--- src/rtl/zx_pkg.sv ---
// Shared definitions for the MMCM reset sequencer: state encoding and counter width.
package zx_pkg;

    // Wide enough for every timing parameter the sequencer is expected to see.
    localparam int unsigned CNT_W = 20;

    typedef enum logic [1:0] {
        PLL_RST   = 2'd0,
        WAIT_LOCK = 2'd1,
        STABLE    = 2'd2,
        RUN       = 2'd3
    } seq_state_t;

endpackage

--- src/rtl/mmcm_reset_seq_sync2.sv ---
// Two-flop synchronizer for a single asynchronous status bit.
module sync2 (
    input  logic clock,
    input  logic reset,
    input  logic d,
    output logic q
);

    logic meta;

    always_ff @(posedge clock) begin
        if (reset) begin
            meta <= 1'b0;
            q    <= 1'b0;
        end else begin
            meta <= d;
            q    <= meta;
        end
    end

endmodule

--- src/rtl/mmcm_reset_seq.sv ---
// Sequences MMCM reset, waits for a stable lock and holds downstream logic in reset
// until then; runs entirely on the board reference clock.
module mmcm_reset_seq
    import zx_pkg::*;
#(
    parameter int unsigned RST_CYCLES    = 16,
    parameter int unsigned LOCK_TIMEOUT  = 65536,
    parameter int unsigned STABLE_CYCLES = 1024
) (
    input  logic       clock,
    input  logic       reset,
    input  logic       locked,
    output logic       mmcm_rst,
    output logic       sys_reset,
    output logic       ready,
    output logic [3:0] retries
);

    localparam logic [CNT_W-1:0] RST_LAST    = CNT_W'(RST_CYCLES - 1);
    localparam logic [CNT_W-1:0] TIMEOUT_LAST = CNT_W'(LOCK_TIMEOUT - 1);
    localparam logic [CNT_W-1:0] STABLE_LAST = CNT_W'(STABLE_CYCLES - 1);

    logic             lock_s;
    seq_state_t       state, state_nx;
    logic [CNT_W-1:0] cnt, cnt_nx;
    logic [3:0]       retries_nx;

    sync2 u_lock_sync (
        .clock (clock),
        .reset (reset),
        .d     (locked),
        .q     (lock_s)
    );

    always_ff @(posedge clock) begin
        if (reset) begin
            state   <= PLL_RST;
            cnt     <= '0;
            retries <= '0;
        end else begin
            state   <= state_nx;
            cnt     <= cnt_nx;
            retries <= retries_nx;
        end
    end

    // Lock loss is tested before any terminal count so RUN is never entered unlocked.
    always_comb begin
        state_nx   = state;
        cnt_nx     = cnt + CNT_W'(1);
        retries_nx = retries;
        case (state)
            PLL_RST: begin
                if (cnt == RST_LAST) begin
                    state_nx = WAIT_LOCK;
                    cnt_nx   = '0;
                end
            end
            WAIT_LOCK: begin
                if (lock_s) begin
                    state_nx = STABLE;
                    cnt_nx   = '0;
                end else if (cnt == TIMEOUT_LAST) begin
                    state_nx = PLL_RST;
                    cnt_nx   = '0;
                    if (retries != 4'hF) begin
                        retries_nx = retries + 4'd1;
                    end
                end
            end
            STABLE: begin
                if (!lock_s) begin
                    state_nx = WAIT_LOCK;
                    cnt_nx   = '0;
                end else if (cnt == STABLE_LAST) begin
                    state_nx = RUN;
                    cnt_nx   = '0;
                end
            end
            RUN: begin
                cnt_nx = '0;
                if (!lock_s) begin
                    state_nx = PLL_RST;
                end
            end
            default: begin
                state_nx = PLL_RST;
                cnt_nx   = '0;
            end
        endcase
    end

    assign mmcm_rst  = (state == PLL_RST);
    assign sys_reset = (state != RUN);
    assign ready     = (state == RUN);

endmodule
--- config.mk ---
export PLATFORM = sky130hd
export DESIGN_NAME = mmcm_reset_seq
export DESIGN_NICKNAME = d
export VERILOG_FILES = /design/src/rtl/zx_pkg.sv /design/src/rtl/mmcm_reset_seq_sync2.sv /design/src/rtl/mmcm_reset_seq.sv
export SDC_FILE = /design/constraint.sdc
export NUM_CORES = 1
export LEC_CHECK = 0
export BUFFER_PORTS_ARGS = -buffer_cell sky130_fd_sc_hd__buf_4
export CAP_MARGIN = 0
export CORE_MARGIN = 8
export CORE_UTILIZATION = 59
export CTS_BUF_LIST = sky130_fd_sc_hd__clkbuf_16
export DETAILED_ROUTE_END_ITERATION = 10
export PLACE_DENSITY = 0.85
export SETUP_SLACK_MARGIN = 0.3
export SLEW_MARGIN = 20
export SYNTH_ARGS = -nofsm -noshare
export SYNTH_HDL_FRONTEND = slang
export SYNTH_SLANG_ARGS = --single-unit
--- constraint.sdc ---
create_clock -name clock -period 5.6 [get_ports clock]
set_clock_uncertainty 0.15 [all_clocks]
set_input_delay 0 -clock clock [delete_from_list [all_inputs] [get_ports clock]]
set_output_delay 0 -clock clock [all_outputs]
set_load 0.02 [all_outputs]
==> impl_metrics.tcl <==
set metrics [dict create \
    yosys.area.top_type "dfxtp_1" \
    end_kind "register" \
    place_inst 179 \
    clockBufferDepth 2 \
    synthFlopType "dfxtp_1" \
    fin_crit_ns 2.46 \
    cts_max_level 1 \
    switching_share_pct 18.6 \
    grt_pass1_wl_um 4260 \
    place.port_buffers 9 \
    cap_violations 0 \
    dp_slack_ns 3.22 \
    via_count 1044 \
    cts_buffers 3 \
    reg2reg_slack_ns 3.14 \
    reg2regPathDepth 6 \
    die_w_um 63.5 \
    globalplace.congestion 0.868 \
    first_pass_iters 4 \
    antenna_found_initial 0 \
    pwr-share-comb_pct 3.0 \
    synth_edf_count 0 \
    r2r-end "cnt[7]$_SDFF_PP0_" \
    rsz0062_at_grt "false" \
    hpwlAfterDp_um 1830 \
    intPower_uw 302 \
    placementRows 17 \
    grt_max_degree 21 \
    overflow 0 \
    netlist_top_cells_area "dfxtp_1 (42%), nor2_1 (7.9%), xnor2_1 (7.2%)" \
    first_global_vias 1008 \
    cts_tree "yes" \
    fin_ws_ns 3.14 \
    ys_seq_area_share_pct 42.0 \
    synth.ff_latch_count 28 \
    min_from "u_lock_sync.meta$_SDFF_PP0_" \
    die_y_um 63.5 \
    setup_viol 0 \
    area_growth_pct 13.7 \
    worstPathRequired_ns 5.57 \
    postSynthAreaPerCell_um2 9.14 \
    cp-start-kind "register" \
    wl_per_cell_um 13.5 \
    syn_area_um2 1330 \
    final_nets 164 \
    initial_utilization_pct 61.5 \
    vdd_drop_max_mv 0.213 \
    tightest_slew_ns 0.605 \
    power.density_nw_per_um2 244 \
    clk_pin_slew_ns 0.06 \
    drc 0 \
    synth.top_cell.area_share_pct 42.0 \
    fp.coreArea_um2 2170 \
    max_slew_margin_pct 59.7 \
    clk_latency_ns 0.26 \
    p_clk_share_pct 41.9 \
    max_freq_mhz 406 \
    post-route-util_pct 69.9 \
    ios 10 \
    hp-class "reg -> reg" \
    ys_types 36 \
    grt_use_total_pct 12.7 \
    worstPathMaxFanout 20 \
    p_leak_nw 0.566 \
    power_frac_seq_pct 55.1 \
    hold_violations 0 \
    via_per_inst 5.64 \
    netlist_instances 146 \
    drive_above_1_share_pct 12.7 \
    yosys-top-cells-count "dfxtp_1 (28), nor2_1 (28), xnor2_1 (11), nand2_1 (10), xor2_1 (8)" \
    hold_ws_ns 0.297 \
    finalCritPeriodShare_pct 44.0 \
    min_to "u_lock_sync.q$_SDFF_PP0_" \
    fin_cells 185 \
    cts_root_buf "clkbuf_16" \
    routed_wl_um 2500 \
    antenna_left 0 \
    p_switching_uw 68.9 \
    syn_nets 151 \
    first_iter_violations 27 \
    drv_slew 0 \
    async_flop_share_pct 0 \
    diodes 0 \
    cts_sinks 28 \
    die_area_um2 4040 \
    synth_warnings 0 \
    cp.arrival_ns 2.43 \
    tns_ns 0 \
    rr_startpoint "cnt[0]$_SDFF_PP0_" \
    hold_depth 1 \
    critPathKind "reg -> reg" \
    status "finished clean" \
]
-- layout make-up --
cell class | count | area [um2]
Tap cell | 28 | 35.0
Fill cell | 171 | 653
Sequential cell | 28 | 561
Timing Repair Buffer | 12 | 97.6
Multi-Input combinational cell | 112 | 741
Clock buffer | 3 | 75.1
Inverter | 2 | 7.51
-- cell usage in the layout (no fill, tap or decap), drive strengths merged --
master / n
nand3: 6
xnor2: 11
and4: 2
o21ai: 1
o21a: 1
a21oi: 2
clkbuf: 3
o211a: 1
nor4: 6
ha: 2
buf: 9
or4: 2
mux2i: 1
nand2: 11
dlygate4sd3: 3
a21o: 1
inv: 2
or2b: 1
o31a: 1
and4bb: 1
nand4: 7
nor3b: 2
nand2b: 1
and3: 2
nor2: 28
o41ai: 1
mux2: 1
nor3: 7
nor2b: 4
xor2: 8
a31o: 1
dfxtp: 28
-- routing by layer --
layer,vias up,part of all wire (%),track usage [%]
li1,535,-,-
met1,486,48,14.5
met2,19,47,21.3
met3,4,3.6,3.89
met4,0,1.1,5.01
met5,-,0,0
-- critical path, stage by stage, from the launching register on --
cell     delay, ns
dfxtp_1       0.39
ha_1          0.22
and3_1        0.27
nand4_1       0.19
o41ai_1       0.39
o211a_1       0.61
nor2_1        0.11
-- registers in the layout, summed over array words and instances, names as in the netlist --
| register | cells |
|---|---|
| cnt | 20 |
| state | 2 |
| u_lock_sync.q | 1 |
| u_lock_sync.meta | 1 |
| retries | 4 |
-- stage by stage --
step	area, um2	power (mW)
5_1_grt	1520	0.383
4_1_cts	1520	0.373
3_5_place_dp	1410	0.218
3_3_place_gp	1410	0.217
6_report	1520	0.371
2_1_floorplan	1330	0.216
-- worst max path at each step --
stage,slack [ns],endpoint,start
6_report,3.14,cnt[7]$_SDFF_PP0_,cnt[0]$_SDFF_PP0_
5_1_grt,2.92,cnt[7]$_SDFF_PP0_,cnt[0]$_SDFF_PP0_
4_1_cts,3.15,cnt[14]$_SDFF_PP0_,cnt[0]$_SDFF_PP0_
3_5_place_dp,3.22,cnt[19]$_SDFF_PP0_,cnt[0]$_SDFF_PP0_
3_3_place_gp,3.35,cnt[9]$_SDFF_PP0_,cnt[0]$_SDFF_PP0_
2_1_floorplan,3.64,retries[3]$_SDFFE_PP0P_,cnt[0]$_SDFF_PP0_
-- cell families (layout without fill, tap and decap cells) --
logic type | after synthesis | after routing | synth area share (%)
mux | 2 | 2 | 1.59
xor+xnor | 19 | 19 | 12.5
fa+ha+maj | 2 | 2 | 1.88
buf+inv | 6 | 17 | 2.44
simple gates | 80 | 80 | 34.6
compound gates | 9 | 9 | 4.97
flops | 28 | 28 | 42.0
-- power groups by stage --
| stage | logic, mW | clock network, mW | registers (mW) |
|---|---|---|---|
| 4_1_cts | 0.0111 | 0.158 | 0.204 |
| 3_3_place_gp | 0.00900 | 0 | 0.208 |
| 5_1_grt | 0.0124 | 0.166 | 0.205 |
| 3_5_place_dp | 0.00953 | 0 | 0.209 |
| 6_report | 0.0111 | 0.155 | 0.204 |
| 2_1_floorplan | 0.00794 | 0 | 0.208 |
-- repair_timing --
item	CTS	global route
hold buffers	3	0
buffers inserted	0	0
gates resized for setup	0	0
hold endpoints to repair	7	0
No activity file was read; power rests on OpenSTA's default activity.
